File: config.mk
export PLATFORM = sky130hd
export DESIGN_NAME = instr_class_profiler
export DESIGN_NICKNAME = d
export VERILOG_FILES = /design/src/rtl/profiler_pkg.sv /design/src/rtl/instr_classifier.sv /design/src/rtl/instr_class_profiler.sv
export SDC_FILE = /design/constraint.sdc
export NUM_CORES = 2
export LEC_CHECK = 0
export CELL_PAD_IN_SITES_DETAIL_PLACEMENT = 0
export CELL_PAD_IN_SITES_GLOBAL_PLACEMENT = 1
export CORE_ASPECT_RATIO = 1.4
export CORE_MARGIN = 3
export CORE_UTILIZATION = 46
export DETAILED_ROUTE_END_ITERATION = 16
export GPL_ROUTABILITY_DRIVEN = 0
export GPL_TIMING_DRIVEN = 1
export PLACE_DENSITY = 0.77
export SETUP_SLACK_MARGIN = 0.02
export SYNTH_ARGS = -nofsm -noshare
export SYNTH_HDL_FRONTEND = slang
export SYNTH_SLANG_ARGS = --single-unit
File: constraint.sdc
create_clock -name clk -period 8.53 [get_ports clk]
set_clock_uncertainty 0.05 [all_clocks]
set_input_delay 1.2795 -clock clk [delete_from_list [all_inputs] [get_ports clk]]
set_output_delay 1.2795 -clock clk [all_outputs]
set_load 0.1 [all_outputs]
File: src/rtl/profiler_pkg.sv
// Shared types and encodings for the instruction-mix profiler.
// Class order doubles as the counter-bank entry index.
package profiler_pkg;

    typedef enum logic [3:0] {
        CL_LOAD    = 4'd0,
        CL_STORE   = 4'd1,
        CL_ADD     = 4'd2,
        CL_SUB     = 4'd3,
        CL_LOGIC   = 4'd4,
        CL_SHIFT   = 4'd5,
        CL_COMPARE = 4'd6,
        CL_BRANCH  = 4'd7,
        CL_JUMP    = 4'd8,
        CL_SYSTEM  = 4'd9,
        CL_ATOMIC  = 4'd10,
        CL_MULDIV  = 4'd11,
        CL_OTHER   = 4'd12
    } instr_class_e;

    localparam int unsigned NUM_CLASSES = 13;
    localparam int unsigned IDX_TOTAL   = 13;
    localparam int unsigned IDX_CYCLES  = 14;
    localparam int unsigned NUM_ENTRIES = 15;

    localparam logic [6:0] OPC_OP     = 7'b0110011;
    localparam logic [6:0] OPC_OP_IMM = 7'b0010011;
    localparam logic [6:0] OPC_AUIPC  = 7'b0010111;
    localparam logic [6:0] OPC_LOAD   = 7'b0000011;
    localparam logic [6:0] OPC_STORE  = 7'b0100011;
    localparam logic [6:0] OPC_BRANCH = 7'b1100011;
    localparam logic [6:0] OPC_JAL    = 7'b1101111;
    localparam logic [6:0] OPC_JALR   = 7'b1100111;
    localparam logic [6:0] OPC_SYSTEM = 7'b1110011;
    localparam logic [6:0] OPC_AMO    = 7'b0101111;

    localparam logic [6:0] F7_BASE   = 7'b0000000;
    localparam logic [6:0] F7_ALT    = 7'b0100000;
    localparam logic [6:0] F7_MULDIV = 7'b0000001;

endpackage

File: src/rtl/instr_classifier.sv
// Combinational opcode/funct3/funct7 decode of one instruction
// into a profiler class.
module instr_classifier
    import profiler_pkg::*;
(
    input  logic [31:0]  instr_i,
    output instr_class_e class_o
);

    logic [6:0]   opc;
    logic [2:0]   f3;
    logic [6:0]   f7;
    logic         is_op;
    instr_class_e alu_class;

    assign opc   = instr_i[6:0];
    assign f3    = instr_i[14:12];
    assign f7    = instr_i[31:25];
    assign is_op = (opc == OPC_OP);

    // Shared OP / OP-IMM decode; funct7 only matters for register ops.
    always_comb begin
        alu_class = CL_OTHER;
        if (is_op && f7 == F7_MULDIV) begin
            alu_class = CL_MULDIV;
        end else begin
            case (f3)
                3'b000: begin
                    if (!is_op || f7 == F7_BASE) alu_class = CL_ADD;
                    else if (f7 == F7_ALT)       alu_class = CL_SUB;
                    else                         alu_class = CL_OTHER;
                end
                3'b100, 3'b110, 3'b111: alu_class = CL_LOGIC;
                3'b001, 3'b101:         alu_class = CL_SHIFT;
                3'b010, 3'b011:         alu_class = CL_COMPARE;
                default:                alu_class = CL_OTHER;
            endcase
        end
    end

    always_comb begin
        class_o = CL_OTHER;
        unique case (opc)
            OPC_LOAD:           class_o = CL_LOAD;
            OPC_STORE:          class_o = CL_STORE;
            OPC_AUIPC:          class_o = CL_ADD;
            OPC_OP, OPC_OP_IMM: class_o = alu_class;
            OPC_BRANCH:         class_o = CL_BRANCH;
            OPC_JAL, OPC_JALR:  class_o = CL_JUMP;
            OPC_SYSTEM:         class_o = CL_SYSTEM;
            OPC_AMO:            class_o = CL_ATOMIC;
            default:            class_o = CL_OTHER;
        endcase
    end

endmodule

File: src/rtl/instr_class_profiler.sv
// Multi-lane instruction-mix profiler: live counter bank, snapshot
// shadow bank and a registered indexed read port.
module instr_class_profiler
    import profiler_pkg::*;
#(
    parameter int unsigned ISSUE_WIDTH = 2,
    parameter int unsigned CNT_W       = 32,
    parameter bit          SATURATE    = 1'b1
) (
    input  logic                     clk,
    input  logic                     rst,
    input  logic                     enable,
    input  logic [ISSUE_WIDTH-1:0]   issue_valid,
    input  logic [ISSUE_WIDTH*32-1:0] issue_instr,
    input  logic                     snapshot,
    input  logic                     clear,
    input  logic                     rd_en,
    input  logic [3:0]               rd_idx,
    output logic                     rd_valid,
    output logic [CNT_W-1:0]         rd_data,
    output logic                     rd_ovf,
    output logic                     ovf_any
);

    localparam int unsigned INC_W = $clog2(ISSUE_WIDTH + 1);
    localparam int unsigned SUM_W = CNT_W + 1;
    localparam logic [3:0]  LAST_IDX = 4'(NUM_ENTRIES - 1);

    instr_class_e lane_class [ISSUE_WIDTH];

    for (genvar g = 0; g < ISSUE_WIDTH; g++) begin : g_lane
        instr_classifier u_cls (
            .instr_i (issue_instr[32*g +: 32]),
            .class_o (lane_class[g])
        );
    end

    logic [INC_W-1:0]       inc      [NUM_ENTRIES];
    logic [CNT_W-1:0]       live_q   [NUM_ENTRIES];
    logic [CNT_W-1:0]       live_d   [NUM_ENTRIES];
    logic [CNT_W-1:0]       shadow_q [NUM_ENTRIES];
    logic [NUM_ENTRIES-1:0] ovf_q;
    logic [NUM_ENTRIES-1:0] ovf_d;
    logic [NUM_ENTRIES-1:0] sovf_q;
    logic                   rd_valid_q;
    logic [CNT_W-1:0]       rd_data_q;
    logic                   rd_ovf_q;

    // Per-entry population count of valid lanes.
    always_comb begin
        for (int e = 0; e < NUM_ENTRIES; e++) begin
            inc[e] = '0;
        end
        for (int l = 0; l < ISSUE_WIDTH; l++) begin
            if (issue_valid[l]) begin
                for (int e = 0; e < NUM_CLASSES; e++) begin
                    if (int'(lane_class[l]) == e) begin
                        inc[e] = inc[e] + INC_W'(1);
                    end
                end
                inc[IDX_TOTAL] = inc[IDX_TOTAL] + INC_W'(1);
            end
        end
        inc[IDX_CYCLES] = INC_W'(1);
    end

    always_comb begin
        logic [CNT_W:0] sum;
        sum   = '0;
        ovf_d = ovf_q;
        for (int e = 0; e < NUM_ENTRIES; e++) begin
            live_d[e] = live_q[e];
            sum = {1'b0, live_q[e]} + SUM_W'(inc[e]);
            if (clear) begin
                live_d[e] = '0;
                ovf_d[e]  = 1'b0;
            end else if (enable) begin
                if (sum[CNT_W]) begin
                    live_d[e] = SATURATE ? {CNT_W{1'b1}} : sum[CNT_W-1:0];
                    ovf_d[e]  = 1'b1;
                end else begin
                    live_d[e] = sum[CNT_W-1:0];
                end
            end
        end
    end

    // Shadow captures pre-update live state, so snapshot+clear keeps
    // the values being cleared.
    always_ff @(posedge clk) begin
        if (rst) begin
            for (int e = 0; e < NUM_ENTRIES; e++) begin
                live_q[e]   <= '0;
                shadow_q[e] <= '0;
            end
            ovf_q  <= '0;
            sovf_q <= '0;
        end else begin
            for (int e = 0; e < NUM_ENTRIES; e++) begin
                live_q[e] <= live_d[e];
                if (snapshot) shadow_q[e] <= live_q[e];
            end
            ovf_q <= ovf_d;
            if (snapshot) sovf_q <= ovf_q;
        end
    end

    always_ff @(posedge clk) begin
        if (rst) begin
            rd_valid_q <= 1'b0;
            rd_data_q  <= '0;
            rd_ovf_q   <= 1'b0;
        end else begin
            rd_valid_q <= rd_en;
            if (rd_en) begin
                if (rd_idx <= LAST_IDX) begin
                    rd_data_q <= shadow_q[rd_idx];
                    rd_ovf_q  <= sovf_q[rd_idx];
                end else begin
                    rd_data_q <= '0;
                    rd_ovf_q  <= 1'b0;
                end
            end
        end
    end

    assign rd_valid = rd_valid_q;
    assign rd_data  = rd_data_q;
    assign rd_ovf   = rd_ovf_q;
    assign ovf_any  = |ovf_q;

endmodule

# [Yosys cells after proc, flatten, opt, wreduce, memory -nomap -nowiden]
# Memories as Yosys holds them, arrays and structs flattened.
# Cells that the tools add are included.
[word_totals] ram_bits=960 regBits=64 n_memories=2 wordCells=306 romBits=0 out_inout_bits=35 in_bits=76 latch_bits=0
[op_classes] shifts=0 div_mod_pow=0 n_reduce_logical=39 n_eq_ne=62 bitwise=30 addsub=29 mul=0 n_lt_le_gt_ge=2 muxes=123
[memory_table] memory="live_q" depth=15 word_bits=32 rd=15 rd_ports_with_merged_regs=0 write_ports=15 line="instr_class_profiler.sv:39" text="logic [CNT_W-1:0] live_q [NUM_ENTRIES];"
[memory_table] memory="shadow_q" depth=15 word_bits=32 rd=1 rd_ports_with_merged_regs=0 write_ports=15 line="instr_class_profiler.sv:41" text="logic [CNT_W-1:0] shadow_q [NUM_ENTRIES];"
[op_table] operator="2-to-1 mux 32 bit" count=76
[op_table] operator="adder 32 x 2 -> 33 bit" count=14
[op_table] operator="equality test 4 bit (second input constant)" count=16
[op_table] operator="case mux 4 bit (8 select lines)" count=2
[op_table] operator="equality test 7 x 6 -> 1 bit (second input constant)" count=8
[op_table] operator="equality test 7 bit (second input constant)" count=8
[op_table] operator="adder 32 x 1 -> 33 bit (second input constant)" count=1
[op_table] operator="case mux 4 bit (4 select lines)" count=2
[op_table] operator="bitwise OR 1 bit" count=30
[op_table] operator="AND reduction 2 bit" count=15
[op_table] operator="adder 2 x 1 -> 2 bit (second input constant)" count=14
[op_table] operator="equality test 7 x 5 -> 1 bit (second input constant)" count=4
[op_table] operator="2-to-1 mux 28 bit" count=1
[op_table] operator="2-to-1 mux 27 bit" count=1
[op_table] operator="2-to-1 mux 2 bit" count=13
[op_table] operator="equality test 3 bit (second input constant)" count=8
[op_table] operator="equality test 4 x 3 -> 1 bit (second input constant)" count=6
[op_table] operator="2-to-1 mux 4 bit" count=6
[op_table] operator="2-to-1 mux 1 bit" count=21
[op_table] operator="OR reduction 2 bit" count=9
[op_table] operator="OR reduction 15 bit" count=1
[op_table] operator="equality test 7 x 1 -> 1 bit (second input constant)" count=2
[op_table] operator="equality test 7 x 2 -> 1 bit (second input constant)" count=2
[op_table] operator="zero test 7 bit" count=2
[op_table] operator="other kinds (12)" count=23

# [Depth between registers and ports, before layout]
[logic_depth] ltp_word=18 depth_mapped=21

# [By module]
# A second synthesis with hierarchy kept.
[hier_totals] cells_unflattened=4520 hier_area_um2=48052.3
[modules_own_cells] module="instr_class_profiler" area_each_um2=47539.3 instances=1 cells_each=4434 seq_area_each_um2=25304.3
[modules_own_cells] module="instr_classifier" area_each_um2=256.5 instances=2 cells_each=43 seq_area_each_um2=0.0

# [Least setup slack after synthesis]
# Ideal clock, no wire load.
[synth_timing] path_type="input port to flip-flop" startpoint="input snapshot" endpoint="memory shadow_q[0][0], enable pin" path_slack_ps=-73 path_stages=3 setup_ps=647 arrival_time_ps=7905 required_time_ps=7833 path_cell_list="clkbuf_1 clkbuf_1 or2_2"
[synth_rtl] item="from (decl)" line="instr_class_profiler.sv:15" text="input logic snapshot,"
[synth_rtl] item="to (decl)" line="instr_class_profiler.sv:41"

==> results.md <==
* Run status: finished, final reports clean
* Mapped cell area at between 40000 and 50000 µm²
* Final #Nets at 4453
* Synth Flop Type: dfxtp_1
* Placed Instances at ~5600
* # setup viols final at 0
* Post-route setup TNS at 0 ns
* Chip width at between 200 and 300 µm
* Core Footprint at ~100000 µm²
* Dpl hpwl at about 87000 µm
* Vias in the first global route at between 30000 and 40000
* Die ar. at 107600 µm²
* Die Y-Extent at between 300 and 400 µm
* Hold Path Class: register to register
* Fin crit period at about 6.2 ns
* Number of synthesized flops with an enable pin at 480
* Worst R2R Setup Slack at about 5.3 ns
* Maximum buffer depth of the clock tree at 3
* Drt pass-1 iters at 5
* Synth Instances at roughly 4300
* WL/cell at between 20 and 25 µm
* Worst Setup Start Kind: input pin
* Mapped Nets at around 4500
* Hold depth at 2
* Utilization after layout at 51.60%
* Rel. slew slack at 23.16%
* Fin. max-slew vios at 0
* Clk slew on worst S/H paths at approximately 0.070 ns
* Pleak at roughly 18 nW
* Synth Register Bits at 1024
* Power Density at 195.3 nW/µm²
* Yosys warnings at 0
* Root buf cell: clkbuf_16
* CTS tree: built
* CP startpoint: issue_instr[5]
* Setup crit end kind: register
* Pwr Total at 0.01034 W
* Sequential cell area fraction in the yosys report at 53.09%
* Critical Path Fanout Max at 25
* Postcts setup bufs at 0
* RSZ-0062 raised after global routing: false
* Starting Density at between 40% and 50%
* CP arrival at just under 7 ns
* Multi-input combinational cell area at ~21000 µm²
* Mean Syn Cell Area at around 11 µm²
* I/O pin count at 111
* PortBufs at 80
* Vias at approximately 33000
* Worst R2R Path Depth at 9
* H-tree levels at 3
* Worst Min Path Start: ovf_q[5]$_SDFFE_PP0P_
* DRC errors left at 0
* Final hold viol count at 0
* CTS Buf Count at a little under 100
* Fin area at approximately 53000 µm²
* Row count at ~140
* Worst skew pair latency at ~0.70 ns
* Drt first-iter violations at 2429
* Hold Path Sink: ovf_q[5]$_SDFFE_PP0P_
* First-pass GRT wire length at 190300 µm
* Layout area overhead at 11.09%
* Placed cell areas at ~50000 µm²
* GRT Residual Overflow at 0
* RR Startpoint: live_q[0][96]$_SDFFE_PP0P_
* Antenna viol nets, final at 0
* Layout cell share with drive strength beyond 1 at under 10%
* Synth unique cells at 72
* Layout fillers at approximately 9000
* Worst EP required at roughly 9 ns
* Clock Sink Count at 1024
* Seq. cell area at 25300 µm²
* Final wirelength at 123800 µm
* Largest net degree at the start of global routing at about 190
* Initial antenna violation count at 5
* Fmax at 160.7 MHz
* Reg-to-Reg End: live_q[0][99]$_SDFFE_PP0P_
* Actual slew at the worst max-slew pin at 1.142 ns
* GRT Total Usage at a little under a quarter
* Via density per instance at 5.697
* Hold buffer count at CTS at 0
* Final period util at roughly 73%
* Setup CP Type: input pin to register
* Post-CTS Resized at 0
* Maxcap violations at 0
* Peak supply drop at 0.0001732 V
* Async SR Flop Fraction at 0%
* Fin cells at about 5700
## layout make-up
cell class,count,area share [%]
flip-flops and latches,1024,47.79
clock inverters,49,0.9452
well taps,1339,3.164
inverters,117,0.8294
clock buffers,137,5.293
multi-input cells,2947,39.61
repair buffers,132,2.356
diodes,4,0.01890
## state kept, by name (all words and copies together) (netlist names)
signal and count:
rd_valid 1, rd_data 32, live_q 480, shadow_q 480
sovf_q 15, rd_ovf 1, ovf_q 15
## power by group
part | switching [W] | total, W | internal [W]
Sequential | 0.0000532 | 0.00531 | 0.00526
Combinational | 0.000396 | 0.000574 | 0.000178
Clock | 0.00193 | 0.00446 | 0.00252
Total | 0.00238 | 0.0103 | 0.00796
## synthesized netlist by cell type, drive strengths merged (5+ instances only)
master  count  area [µm²]
dfxtp     544       10890
edfxtp    480       14410
a21oi     458        2292
and2      340        2127
nand2     244       915.9
clkbuf    216       810.8
xor2      183        1603
xnor2     171        1498
nand3     162       810.8
nor2b     156       975.9
nor2      155       581.8
nand4     133       838.3
mux4      131        2950
inv       117       439.2
nor3      114       575.6
and3       83       519.3
nor4       78       519.3
mux2i      76       760.7
o21ai      66       330.3
and4       61       534.3
buf        44       205.2
ha         43       538.0
a31oi      36       225.2
a22o       33       289.0
or2        17       106.4
fa         14       280.3
a211oi     13       97.59
nand2b     13       81.33
or3        13       81.33
o41ai      12       135.1
or4        10       86.33
and3b       9       78.83
nand3b      9       67.56
nor4b       9       78.83
nor4bb      9       90.09
a21o        8       60.06
a311oi      8       70.07
nand4b      8       70.07
or3b        8       70.07
nor3b       7       52.55
a41oi       6       52.55
and4b       6       60.06
a31o        5       43.79
o211a       5       50.05
## cells by family after synthesis
family	share of synthesized area [%]
flops	53.09
fa+ha+maj	1.717
xor+xnor	6.505
mux	7.810
buf+inv	3.053
simple gates	19.60
compound gates	8.222
## metal layers
layer	track usage [%]	vias to the layer above	wire, µm
met5	0	-	23
met4	8.520	4	4449
met3	3.050	183	5521
met2	40.49	670	63520
met1	28.36	16140	50320
li1	-	15760	-
## per-stage QoR
step / hold WS (ns) / setup slack (ns)
floorplan: 0.3880 / 2.375
global placement: 0.4096 / 1.744
detailed placement: 0.4112 / 1.742
CTS: 0.4228 / 2.406
global route: 0.4439 / 1.934
finish: 0.4207 / 2.307
## layout by cell type (no fill, tap or decap), types with 13 or more instances in the layout
| master | n |
|---|---|
| dfxtp_1 | 544 |
| edfxtp_1 | 480 |
| a21oi_1 | 458 |
| and2_1 | 337 |
| nand2_1 | 244 |
| xor2_1 | 183 |
| xnor2_1 | 171 |
| nand3_1 | 162 |
| nor2b_1 | 155 |
| nor2_1 | 153 |
| nand4_1 | 132 |
| mux4_2 | 131 |
| inv_1 | 117 |
| nor3_1 | 113 |
| clkbuf_16 | 101 |
| and3_1 | 83 |
| mux2i_1 | 76 |
| clkdlybuf4s50_1 | 74 |
| nor4_1 | 71 |
| o21ai_0 | 66 |
| and4_1 | 61 |
| buf_4 | 48 |
| ha_1 | 43 |
| a31oi_1 | 36 |
| a22o_1 | 33 |
| clkbuf_1 | 22 |
| clkinv_2 | 18 |
| or2_2 | 15 |
| clkbuf_8 | 15 |
| fa_1 | 14 |
| clkinv_1 | 14 |
| nand2b_1 | 13 |
| or3_1 | 13 |
| a211oi_1 | 13 |
## how the worst max path moves through the flow
| stage | endpoint | depth (start not counted) | slack [ns] |
|---|---|---|---|
| 6_report | live_q[0][99]$_SDFFE_PP0P_ | 19 | 2.31 |
| 5_1_grt | live_q[0][118]$_SDFFE_PP0P_ | 19 | 1.93 |
| 4_1_cts | ovf_q[3]$_SDFFE_PP0P_ | 19 | 2.41 |
| 3_5_place_dp | live_q[0][99]$_SDFFE_PP0P_ | 19 | 1.74 |
| 3_3_place_gp | ovf_q[3]$_SDFFE_PP0P_ | 19 | 1.74 |
| 2_1_floorplan | shadow_q[0][0]$_SDFFCE_PN0P_ | 3 | 2.38 |
## critical path, cell delays in order
cell and delay (ns):
clkdlybuf4s50_1 0.62, or3b_2 0.52, a2111oi_0 0.47, nor2_1 0.14
and3_1 0.34, nor3_1 0.21, ha_1 0.16, nand2_1 0.05
o41ai_1 0.09, buf_4 0.22, ha_1 0.21, inv_1 0.07
fa_1 0.39, and3b_1 0.40, nand3_1 0.25, nor4_1 0.48
nand3_1 0.33, buf_4 0.33, a21oi_1 0.17
(Power assumes the default switching activity.)
